`config.mk`:
```
export PLATFORM = sky130hd
export DESIGN_NAME = uart_tx_framer
export DESIGN_NICKNAME = d
export VERILOG_FILES = /design/src/rtl/uart_tx_framer.sv
export SDC_FILE = /design/constraint.sdc
export NUM_CORES = 1
export LEC_CHECK = 0
export CORE_MARGIN = 3
export CORE_UTILIZATION = 55
export DETAILED_ROUTE_END_ITERATION = 10
export PLACE_DENSITY_LB_ADDON = 0.3
export SYNTH_ARGS = -nofsm -noshare
export SYNTH_HDL_FRONTEND = slang
export SYNTH_SLANG_ARGS = --single-unit
```
`constraint.sdc`:
```
create_clock -name tx_clk -period 3 [get_ports tx_clk]
set_input_delay 0.45 -clock tx_clk [delete_from_list [all_inputs] [get_ports tx_clk]]
set_output_delay 0.45 -clock tx_clk [all_outputs]
set_load 0.005 [all_outputs]
```
`src/rtl/uart_tx_framer.sv`:
```
// uart_tx_framer: parametrised UART transmit framer with built-in baud divider.
// Frame: start bit, DATA_WIDTH data bits LSB first, optional parity bit,
// then STOP_BITS stop bits. Every bit is held CLKS_PER_BIT clock cycles.
module uart_tx_framer #(
  parameter int DATA_WIDTH   = 8,
  parameter int STOP_BITS    = 2,
  parameter int PARITY_MODE  = 0,
  parameter int CLKS_PER_BIT = 16
) (
  input  logic                  tx_clk,
  input  logic                  rst_n,
  input  logic                  tx_valid,
  output logic                  tx_ready,
  input  logic [DATA_WIDTH-1:0] data_in,
  output logic                  tx_dout,
  output logic                  tx_busy,
  output logic                  tx_done
);

  if (DATA_WIDTH < 5 || DATA_WIDTH > 9) begin : g_bad_data_width
    $error("uart_tx_framer: DATA_WIDTH must be in 5..9");
  end
  if (STOP_BITS != 1 && STOP_BITS != 2) begin : g_bad_stop_bits
    $error("uart_tx_framer: STOP_BITS must be 1 or 2");
  end
  if (PARITY_MODE < 0 || PARITY_MODE > 2) begin : g_bad_parity_mode
    $error("uart_tx_framer: PARITY_MODE must be 0, 1 or 2");
  end
  if (CLKS_PER_BIT < 2) begin : g_bad_clks_per_bit
    $error("uart_tx_framer: CLKS_PER_BIT must be at least 2");
  end

  localparam int BAUD_W = (CLKS_PER_BIT < 2) ? 1 : $clog2(CLKS_PER_BIT);
  localparam logic [BAUD_W-1:0] BAUD_LAST = BAUD_W'(CLKS_PER_BIT - 1);
  localparam logic [3:0]        DATA_LAST = 4'(DATA_WIDTH - 1);
  localparam logic [3:0]        STOP_LAST = 4'(STOP_BITS - 1);

  localparam logic [2:0] S_IDLE   = 3'd0;
  localparam logic [2:0] S_START  = 3'd1;
  localparam logic [2:0] S_DATA   = 3'd2;
  localparam logic [2:0] S_PARITY = 3'd3;
  localparam logic [2:0] S_STOP   = 3'd4;

  logic [2:0]            r_state;
  logic [BAUD_W-1:0]     r_baud;
  logic [3:0]            r_bit;
  logic [DATA_WIDTH-1:0] r_shift;
  logic                  r_parity;
  logic                  r_dout;
  logic                  r_ready;
  logic                  r_busy;
  logic                  r_done;

  logic w_bit_end;
  logic w_parity;

  // Last cycle of the current bit period.
  assign w_bit_end = (r_baud == BAUD_LAST);

  // Parity of the incoming word; only meaningful when a parity bit is sent.
  assign w_parity = (PARITY_MODE == 2) ? ~^data_in :
                    (PARITY_MODE == 1) ?  ^data_in : 1'b0;

  // Frame sequencer: baud divider, bit counter, shifter and registered outputs.
  always_ff @(posedge tx_clk) begin
    if (!rst_n) begin
      r_state  <= S_IDLE;
      r_baud   <= '0;
      r_bit    <= '0;
      r_shift  <= '0;
      r_parity <= 1'b0;
      r_dout   <= 1'b1;
      r_ready  <= 1'b1;
      r_busy   <= 1'b0;
      r_done   <= 1'b0;
    end else begin
      r_done <= 1'b0;
      // The divider only runs inside a frame; it is already 0 on leaving IDLE.
      if (r_state != S_IDLE) begin
        r_baud <= w_bit_end ? '0 : r_baud + 1'b1;
      end
      case (r_state)
        S_IDLE: begin
          if (tx_valid) begin
            r_shift  <= data_in;
            r_parity <= w_parity;
            r_state  <= S_START;
            r_dout   <= 1'b0;
            r_busy   <= 1'b1;
            r_ready  <= 1'b0;
            r_baud   <= '0;
            r_bit    <= '0;
          end
        end
        S_START: begin
          if (w_bit_end) begin
            r_state <= S_DATA;
            r_bit   <= '0;
            r_dout  <= r_shift[0];
            r_shift <= r_shift >> 1;
          end
        end
        S_DATA: begin
          if (w_bit_end) begin
            if (r_bit == DATA_LAST) begin
              r_bit <= '0;
              if (PARITY_MODE != 0) begin
                r_state <= S_PARITY;
                r_dout  <= r_parity;
              end else begin
                r_state <= S_STOP;
                r_dout  <= 1'b1;
              end
            end else begin
              r_bit   <= r_bit + 4'd1;
              r_dout  <= r_shift[0];
              r_shift <= r_shift >> 1;
            end
          end
        end
        S_PARITY: begin
          if (w_bit_end) begin
            r_state <= S_STOP;
            r_bit   <= '0;
            r_dout  <= 1'b1;
          end
        end
        S_STOP: begin
          if (w_bit_end) begin
            if (r_bit == STOP_LAST) begin
              r_state <= S_IDLE;
              r_bit   <= '0;
              r_busy  <= 1'b0;
              r_ready <= 1'b1;
              r_done  <= 1'b1;
            end else begin
              r_bit <= r_bit + 4'd1;
            end
          end
        end
        default: begin
          r_state <= S_IDLE;
          r_baud  <= '0;
          r_bit   <= '0;
          r_dout  <= 1'b1;
          r_busy  <= 1'b0;
          r_ready <= 1'b1;
        end
      endcase
    end
  end

  assign tx_dout  = r_dout;
  assign tx_ready = r_ready;
  assign tx_busy  = r_busy;
  assign tx_done  = r_done;

endmodule

```
## Yosys cells after proc, flatten, opt, wreduce, memory -nomap -nowiden

Index checks and enable logic that the tools add are counted.

| cells by class | value |
|---|---|
| $add $sub $neg | 2 |
| $mul | 0 |
| divide/modulo/power cells | 0 |
| order comparisons | 0 |
| equal/unequal tests | 16 |
| shift operators | 0 |
| multiplexer cells | 38 |
| bitwise operators | 2 |
| reductions and logical operators | 12 |

Operators by type and width:

| cell | count |
|---|---|
| $mux W4 | 9 |
| $mux W8 | 4 |
| $pmux W8 S3 | 1 |
| $mux W3 | 7 |
| $ne A2 B2 Y1 const B | 8 |
| $pmux W4 S4 | 1 |
| $pmux W3 S5 | 1 |
| $mux W1 | 11 |
| $reduce_and A5 Y1 | 2 |
| $add A4 B1 Y4 const B | 2 |
| $pmux W4 S2 | 1 |
| $reduce_and A4 Y1 | 2 |
| $reduce_and A7 Y1 | 1 |
| $eq A3 B2 Y1 const B | 2 |
| $pmux W1 S3 | 2 |
| $reduce_bool A3 Y1 | 2 |
| $pmux W1 S5 | 1 |
| $eq A4 B1 Y1 const B | 1 |
| $eq A4 B3 Y1 const B | 1 |
| $eq A4 B4 Y1 const B | 1 |
| $reduce_or A4 Y1 | 1 |
| $eq A3 B1 Y1 const B | 1 |
| $eq A3 B3 Y1 const B | 1 |
| $logic_not A3 Y1 | 1 |
| 5 further kinds | 6 |

| storage, ports and cells | value |
|---|---|
| register bits | 23 |
| latch bits | 0 |
| RAM bits | 0 |
| ROM bits | 0 |
| input bits | 11 |
| memories | 0 |

## Longest topological paths before layout

Gate-level depths: netlist of run 1.

| depth | value |
|---|---|
| depth after elaboration | 5 |
| mapped depth | 6 |
| gate-level depth less buffers | 6 |

## Least setup slack after synthesis of run 1

No wires, ideal clock.

| timing path | value |
|---|---|
| path kind | register to register |
| start point | register r_baud[0] |
| end point | register r_shift[3] |
| setup time | 68 ps |
| arrival | 1563 ps |
| required time | 2932 ps |
| slack | 1369 ps |
| cell stages (with the launch flop) | 7 |
| clock period less this slack | 1631 ps |
| cells stage by stage | dfxtp_1 > ha_1 > nand4_1 > a211o_1 > buf_6 > a22o_1 > a21oi_2 |

| between the ends | value |
|---|---|
| cells in the longest elaborated chain, start to end | 3 |

RTL lines:

| element | line | text |
|---|---|---|
| start: declaration | 45 | `logic [BAUD_W-1:0] r_baud;` |
| start signal: assignment | 80 | `r_baud <= w_bit_end ? '0 : r_baud + 1'b1;` |
| $eq A4 B4 Y1 (*) | 58 | `assign w_bit_end = (r_baud == BAUD_LAST);` |
| $ne A2 B2 Y1 (no source line) | -- |  |
| $reduce_and A5 Y1 (no source line) (*) | -- |  |
| end signal: assignment | 85 | `r_shift <= data_in;` |
| end signal: assignment | 100 | `r_shift <= r_shift >> 1;` |
| end signal: assignment | 117 | `r_shift <= r_shift >> 1;` |
| end: declaration | 47 | `logic [DATA_WIDTH-1:0] r_shift;` |

Mark *: on every way between the ends. The rest lies on a longest branch, timed or not.
A chain may end at the register's enable or synchronous reset.

## Worst setup path after layout of run 1

| timing path | value |
|---|---|
| start point | register r_state[2] |
| end point | register r_baud[0] |

| between the ends | value |
|---|---|
| cells in the longest elaborated chain, start to end | 4 |

RTL lines:

| element | line | text |
|---|---|---|
| start: declaration | 44 | `logic [2:0] r_state;` |
| start signal: assignment | 67 | `r_state <= S_IDLE;` |
| start signal: assignment | 87 | `r_state <= S_START;` |
| start signal: assignment | 97 | `r_state <= S_DATA;` |
| $reduce_bool A3 Y1 | 79 | `if (r_state != S_IDLE) begin` |
| $mux W4 | 79 |  |
| $mux W4 | 84 | `if (tx_valid) begin` |
| $pmux W4 S2 (*) | 82 | `case (r_state)` |

Marked as above.

==> out/results.tsv, run 1 <==
stage	metric	value	unit
run_status	outcome	finished, final reports clean	
power	power.static_leakage	0.511	nW
logic_synthesis	synth_enable_flop_cells	0	
sta	fmax	471	MHz
place	place_ws	0.892	ns
grt	antenna_found_initial	0	
final_layout	finalNetCount	188	
die	floorplan.die.height	55.6	um
routing	detailed_route_iter0_violations	44	
worst_setup_path	worstPathArrival	2.39	ns
routing	post_drt_via_cell_ratio	6.59	
cts	htree_num_levels	1	
cts	cts_inserted_buffers	3	
final_layout	drive_above_1_share	0.104	
logic_synthesis	synth-warning-count	0	
logic_synthesis	number_of_register_bits_inferred_by_synthesis	23	
final_layout	layout-area-overhead-vs-synth	11.1	%
grt	grt_first_pass_wirelength	5.60	mm
die	die-area	3090	um^2
grt	grt_util_all_layers	0.219	
worst_setup_path	critical_path.startpoint_type	flop	
die	starting_utilization_of_the_core_area	0.595	
place	port_buffers	14	
sta	skew	0.00127	ns
logic_synthesis	ys_types	47	
sta	worst_slew_margin_rel	0.328	
logic_synthesis	syn-num-nets	178	
sta	postLayoutSetupSlackWorst	0.876	ns
cts	cts.repair.resized	0	
worst_setup_path	crit_path_max_fanout	31	
cts	clk_pin_slew_worst_paths	0.13	ns
final_layout	diodes	0	
sta	timing_worst_slew_pin_value	1.01	ns
grt	grt_max_degree	32	
cts	cts.root.buffer_cell	sky130_fd_sc_hd__clkbuf_4	
power	power_density	385	nW/um^2
logic_synthesis	netlist_area	1350	um^2
routing	wire_per_inst	16.1	um
logic_synthesis	postSynth.topFlopCell	sky130_fd_sc_hd__dfxtp_1	
cts	post-cts-setup-buffer-count	0	
logic_synthesis	postSynth.asyncResetShare	0	
sta	setup_repair_after_global_routing_missed_its_margin	false	
logic_synthesis	synthTopCellsByArea	sky130_fd_sc_hd__dfxtp_1 34%, sky130_fd_sc_hd__nand3_1 8.9%, sky130_fd_sc_hd__a21oi_1 4.4%, sky130_fd_sc_hd__o21ai_0 4.1%, sky130_fd_sc_hd__a22o_2 3.7%	
die	core_area	2280	um^2
sta	finalSetupViolCount	0	
power	vdd_drop_max	0.284	mV
logic_synthesis	ys_seq_area_frac	0.340	
worst_setup_path	critical_path.slowest_cell	sky130_fd_sc_hd__dfxtp_1	
die	row_cnt	17	
worst_setup_path	cp.required	3.26	ns
logic_synthesis	synthDominantCellAreaShare	0.340	
run	cap_viol_max_count	0	
grt	globalRouteOverflowTotal	0	
sta	totalNegativeSetupSlack	0	ns
worst_setup_path	critical_path_start_end_classification	flop to flop	
routing	drc	0	
worst_hold_path	holdCritPathClass	flop to flop	
cts	clkLatencyLatePin	0.32	ns
worst_setup_path	worstSetupEndpointType	flop	
routing	drt_first_pass_iters	4	
routing	postRouteWirelength	3.23	mm
cts	cts.path.max_buffers	2	
routing	drtAntennaViolNets	0	
grt	first_global_vias	1226	
final_layout	layout.core_utilization	0.661	
logic_synthesis	yosys_top_cell_by_area	sky130_fd_sc_hd__dfxtp_1	
logic_synthesis	syn_avg_cell_area	8.25	um^2
place	dp_hpwl	2.25	mm
die	die_span_in_x	55.6	um
cts	cts_tree	done	
sta	final-max-slew-violation-count	0	
cts	cts.hold.buffers_added	0	
worst_setup_path	critPathMaxStageDelay	1.01	ns
final_layout	nFillCells	194	
sta	final_period_minus_worst_setup_slack	2.12	ns
logic_synthesis	netlist_instances	164	
routing	num_vias	1324	
sta	finalCritPeriodShare	0.708	
place	gp_congestion	0.815	
worst_setup_path	path_cells	inv_1, or3_1, a21oi_1	
die	ios	15	
cts	numClockSinks	23	
sta	final_hold_vio_count	0	
==> layout make-up <==
| type | count | area (um^2) | area share |
|---|---|---|---|
| repair buffers | 15 | 148 | 0.0982 |
| multi-input cells | 123 | 803 | 0.534 |
| clock buffers | 3 | 22.5 | 0.0150 |
| inverters | 8 | 30.0 | 0.0200 |
| clock inverters | 1 | 5.00 | 0.00333 |
| well taps | 28 | 35.0 | 0.0233 |
| flip-flops and latches | 23 | 460 | 0.306 |
==> critical path: cells and delay by family (launching register included) <==
kind	cells	cell delay (ns)
buffers and inverters	1	0.47
AND/OR/NAND/NOR	1	0.47
AO/OA/AOI/OAI	1	0.11
flip-flops	1	1.01
==> registers in the layout, summed over array words and instances, names as in the netlist <==
name      cells
r_baud        4
tx_dout       1
r_shift       8
tx_done       1
r_bit         4
tx_busy       1
tx_ready      1
r_state       3
==> per-layer routing <==
layer / global-route usage / part of all wire / vias up
met3: 0.0232 / 0.040 / 7
met4: 0.0764 / 0.018 / 0
met1: 0.305 / 0.46 / 637
li1: - / - / 642
met5: 0 / 0 / -
met2: 0.350 / 0.48 / 38
==> cell usage after synthesis, drive strengths merged, types with 4 or more instances <==
cell type and number:
inv 7, dfxtp 23, nor2 7, a22o 7
buf 5, nand2 6, o21ai 12, nor3 4
nand3 24, a21oi 14, clkbuf 5
==> cell usage in the layout, fill, tap and decap left out, types with 3 or more instances in the layout <==
cell type / count
sky130_fd_sc_hd__nand4_1: 3
sky130_fd_sc_hd__o21ai_0: 11
sky130_fd_sc_hd__inv_1: 7
sky130_fd_sc_hd__nor3_1: 4
sky130_fd_sc_hd__a22o_2: 5
sky130_fd_sc_hd__ha_1: 3
sky130_fd_sc_hd__nand2_1: 6
sky130_fd_sc_hd__dfxtp_1: 23
sky130_fd_sc_hd__xnor2_1: 3
sky130_fd_sc_hd__a31oi_1: 3
sky130_fd_sc_hd__a21oi_1: 12
sky130_fd_sc_hd__nor2_1: 6
sky130_fd_sc_hd__clkbuf_4: 3
sky130_fd_sc_hd__nand3_1: 24
sky130_fd_sc_hd__clkdlybuf4s50_1: 14
sky130_fd_sc_hd__o2111ai_1: 3
==> cell families (layout without fill, tap and decap cells) <==
group / Yosys count / count (layout) / share of synthesized area
flops: 23 / 23 / 0.340
fa+ha+maj: 3 / 3 / 0.0277
buf+inv: 18 / 27 / 0.0665
simple gates: 59 / 59 / 0.242
xor+xnor: 5 / 5 / 0.0324
compound gates: 56 / 56 / 0.291
==> report_power, final <==
part | internal [W] | total, W | switching (W)
Clock | 0.0000499 | 0.000149 | 0.0000994
Sequential | 0.000319 | 0.000331 | 0.0000124
Combinational | 0.0000476 | 0.0000977 | 0.0000501
==> worst paths after layout <==
check	cells after the start	start	slack, ns	to
worst max register to register	3	r_state[2]	0.88	r_baud[0]
worst max-delay path	3	r_state[2]	0.88	r_baud[0]
worst min register to register	2	r_shift[2]	0.48	r_shift[2]
worst min-delay path	2	r_shift[2]	0.48	r_shift[2]
==> per-stage QoR <==
stage	total power (W)	instance area, um^2	hold WS (ns)	cells
5_1_grt	0.000607	1500	0.516	201
4_1_cts	0.000583	1500	0.487	201
3_5_place_dp	0.000434	1480	0.469	197
2_1_floorplan	0.000400	1350	0.444	164
3_3_place_gp	0.000431	1480	0.453	197
6_report	0.000578	1500	0.480	201
Note: power is estimated with default switching activity, not from simulation.
==> run 2: changes to the inputs <==
==> constraint.sdc (replaced) <==
create_clock -name tx_clk -period 2.2 [get_ports tx_clk]
set_input_delay 0.33 -clock tx_clk [delete_from_list [all_inputs] [get_ports tx_clk]]
set_output_delay 0.33 -clock tx_clk [all_outputs]
set_load 0.005 [all_outputs]
==> run 2 against run 1 <==
  * Worst hold slack gained 0.0048 ns
  * Cell count grew 2.0%
  * Global-route usage shrank 0.57 points
  * Worst setup slack worse by 0.62 ns
  * Utilization grew 1.3 points
  * Combinational power increased by 39%
  * Cell area is 2.0% higher
  * Flip-flop and latch count did not move
  * Die area did not move
  * Wire length rose by 3.2%
  * Critical endpoint is now r_shift[2]
==> out/results.tsv, run 2 (synthesized netlist as in run 1, its figures left out) <==
stage	metric	value	unit	change
die	die_span_in_x	55.6	um	unchanged
worst_setup_path	path_cells	ha_1, nand4_1, a211o_1, a22o_2, a21oi_1		was inv_1, or3_1, a21oi_1
grt	antenna_found_initial	0		unchanged
worst_setup_path	crit_path_max_fanout	15		was 31
final_layout	leading_cell_types_in_the_layout_fill_and_taps_excluded	24 x sky130_fd_sc_hd__nand3_1, 23 x sky130_fd_sc_hd__dfxtp_1, 14 x sky130_fd_sc_hd__clkdlybuf4s50_1		unchanged
routing	wire_per_inst	16.2	um	was 16.1 um
power	vdd_drop_max	0.423	mV	was 0.284 mV
power	clockPowerShare	0.260		was 0.258
cts	numClockSinks	23		unchanged
cts	cts_inserted_buffers	3		unchanged
grt	grt_util_all_layers	0.213		was 0.219
worst_setup_path	cpLargestDelayFamily	compound AO/OA/AOI/OAI gates		was flip-flops
run	cap_viol_max_count	0		unchanged
power	power_report.internal_total	0.000569	W	was 0.000416 W
cts	clkLatencyLatePin	0.32	ns	about the same
cts	cts.repair.resized	0		unchanged
power	power.static_leakage	0.531	nW	was 0.511 nW
power	power_density	518	nW/um^2	was 385 nW/um^2
cts	cts.root.buffer_cell	sky130_fd_sc_hd__clkbuf_4		unchanged
worst_setup_path	critical_path.startpoint_type	flop		unchanged
sta	finalHoldWorstSlack	0.485	ns	was 0.480 ns
final_layout	final_design_area_no_fill	1530	um^2	was 1500 um^2
sta	timing_worst_slew_pin_value	0.551	ns	was 1.01 ns
routing	drt_first_pass_iters	4		unchanged
worst_setup_path	critPathMaxStageDelay	0.53	ns	was 1.01 ns
cts	clk_pin_slew_worst_paths	0.13	ns	about the same
sta	finalSetupViolCount	0		unchanged
final_layout	drive_above_1_share	0.124		was 0.104
sta	totalNegativeSetupSlack	0	ns	unchanged
grt	first_global_vias	1230		was 1,226
final_layout	finalNetCount	192		was 188
grt	grt_max_degree	16		was 32
cts	post-cts-setup-buffer-count	0		unchanged
place	port_buffers	14		unchanged
final_layout	diodes	0		unchanged
power	sw_frac_of_total	0.284		was 0.280
sta	finalCritPeriodShare	0.883		was 0.708
die	starting_utilization_of_the_core_area	0.595		unchanged
power	power.total	0.000794	W	was 0.000578 W
final_layout	biggest_regs	r_shift x8, r_baud x4, r_bit x4		unchanged
routing	detailed_route_iter0_violations	82		was 44
sta	final_period_minus_worst_setup_slack	1.94	ns	was 2.12 ns
power	p_comb_frac	0.171		was 0.169
routing	num_vias	1327		was 1,324
place	gp_congestion	0.849		was 0.815
sta	final-max-slew-violation-count	0		unchanged
sta	setup_repair_after_global_routing_missed_its_margin	false		unchanged
power	switchingPower	0.000225	W	was 0.000162 W
place	place_area	1510	um^2	was 1480 um^2
worst_setup_path	critical_path_buf_inv_count	0		was 1
run_status	outcome	finished, final reports clean		unchanged
worst_setup_path	cp.required	2.47	ns	was 3.26 ns
routing	post_drt_via_cell_ratio	6.47		was 6.59
worst_hold_path	holdCritPathClass	flop to flop		unchanged
die	core_area	2280	um^2	unchanged
final_layout	largest_register_ffs	8		unchanged
final_layout	max_flop_register	r_shift		unchanged
sta	skew	0.00224	ns	was 0.00127 ns
die	row_cnt	17		unchanged
cts	cts.hold.buffers_added	0		unchanged
routing	postRouteWirelength	3.33	mm	was 3.23 mm
sta	final_hold_vio_count	0		unchanged
worst_setup_path	worstPathArrival	2.21	ns	was 2.39 ns
grt	globalRouteOverflowTotal	0		unchanged
cts	htree_num_levels	1		unchanged
die	die-area	3090	um^2	unchanged
worst_setup_path	worstSetupEndpointType	flop		unchanged
routing	drtAntennaViolNets	0		unchanged
final_layout	layout-area-overhead-vs-synth	13.3	%	was 11.1%
worst_setup_path	critical_path_start_end_classification	flop to flop		unchanged
grt	grt_first_pass_wirelength	5.47	mm	was 5.60 mm
die	floorplan.die.height	55.6	um	unchanged
routing	drc	0		unchanged
cts	cts.path.max_buffers	2		unchanged
sta	fmax	515	MHz	was 471 MHz
worst_setup_path	critical_path.slowest_cell	sky130_fd_sc_hd__a211o_1		was sky130_fd_sc_hd__dfxtp_1
sta	worst_slew_margin_rel	0.631		was 0.328
cts	cts_tree	done		unchanged
place	dp_hpwl	2.27	mm	was 2.25 mm
power	power.share.sequential	0.569		was 0.573
final_layout	final_common_cell	sky130_fd_sc_hd__nand3_1		unchanged
die	ios	15		unchanged
run 2: cell count changes in the layout (fill, tap and decap cells not counted):
cell                    previous run  this run
sky130_fd_sc_hd__buf_4             1         5
run 2: metrics by stage:
step | utilization | instances | setup WS [ns]
2_1_floorplan | - | 164 | 0.569
3_3_place_gp | 0.662 | 201 | 0.293
3_5_place_dp | 0.662 | 201 | 0.184
4_1_cts | 0.674 | 205 | 0.268
5_1_grt | 0.674 | 205 | 0.109
6_report | 0.674 | 205 | 0.258
run 2: per-layer routing:
layer | share of wire | up-vias | routed length (um) | GRT usage
met5 | 0 | - | 0 | 0
met2 | 0.45 | 53 | 1490 | 0.340
met3 | 0.071 | 5 | 238 | 0.0255
met1 | 0.47 | 621 | 1560 | 0.295
li1 | - | 648 | - | -
met4 | 0.014 | 0 | 46 | 0.0764
run 2: worst paths after layout:
check | startpoint | to | slack, ns | depth (start not counted)
setup / recovery | r_baud[0] | r_shift[2] | 0.26 | 5
setup reg to reg | r_baud[0] | r_shift[2] | 0.26 | 5
hold / removal | r_shift[5] | r_shift[5] | 0.49 | 2
hold reg to reg | r_shift[5] | r_shift[5] | 0.49 | 2
run 2: area by class of cell:
cell class / instances / area [um^2]
multi-input combinational: 123 / 803
clock inverter: 1 / 5.00
sequential: 23 / 460
timing repair buffer: 19 / 178
inverter: 8 / 30.0
tap: 28 / 35.0
fill: 193 / 742
clock buffer: 3 / 22.5
run 2: worst reg2reg max path, delay by kind of cell, from the launching register on:
kind	cells	cell delay, ns
AO/OA/AOI/OAI	3	1.00
adder cells (fa/ha/maj)	1	0.27
AND/OR/NAND/NOR	1	0.16
flip-flops	1	0.46
run 2: power groups by stage:
stage	logic [W]	registers, W	clock network, W
after floorplan	0.0000916	0.000453	0
after global placement	0.000128	0.000460	0
after detailed placement	0.000134	0.000461	0
after CTS	0.000135	0.000452	0.000210
after global routing	0.000149	0.000455	0.000226
final	0.000136	0.000452	0.000207
==> run 3: changes to the inputs <==
--- a/config.mk
+++ b/config.mk
@@ -8,6 +8,7 @@
 export CORE_MARGIN = 3
 export CORE_UTILIZATION = 55
 export DETAILED_ROUTE_END_ITERATION = 10
+export HOLD_SLACK_MARGIN = 0.15
 export PLACE_DENSITY_LB_ADDON = 0.3
 export SYNTH_ARGS = -nofsm -noshare
 export SYNTH_HDL_FRONTEND = slang
==> results of run 3 <==
Same layout as run 2: the final DEF is identical, and so are final timing and power.
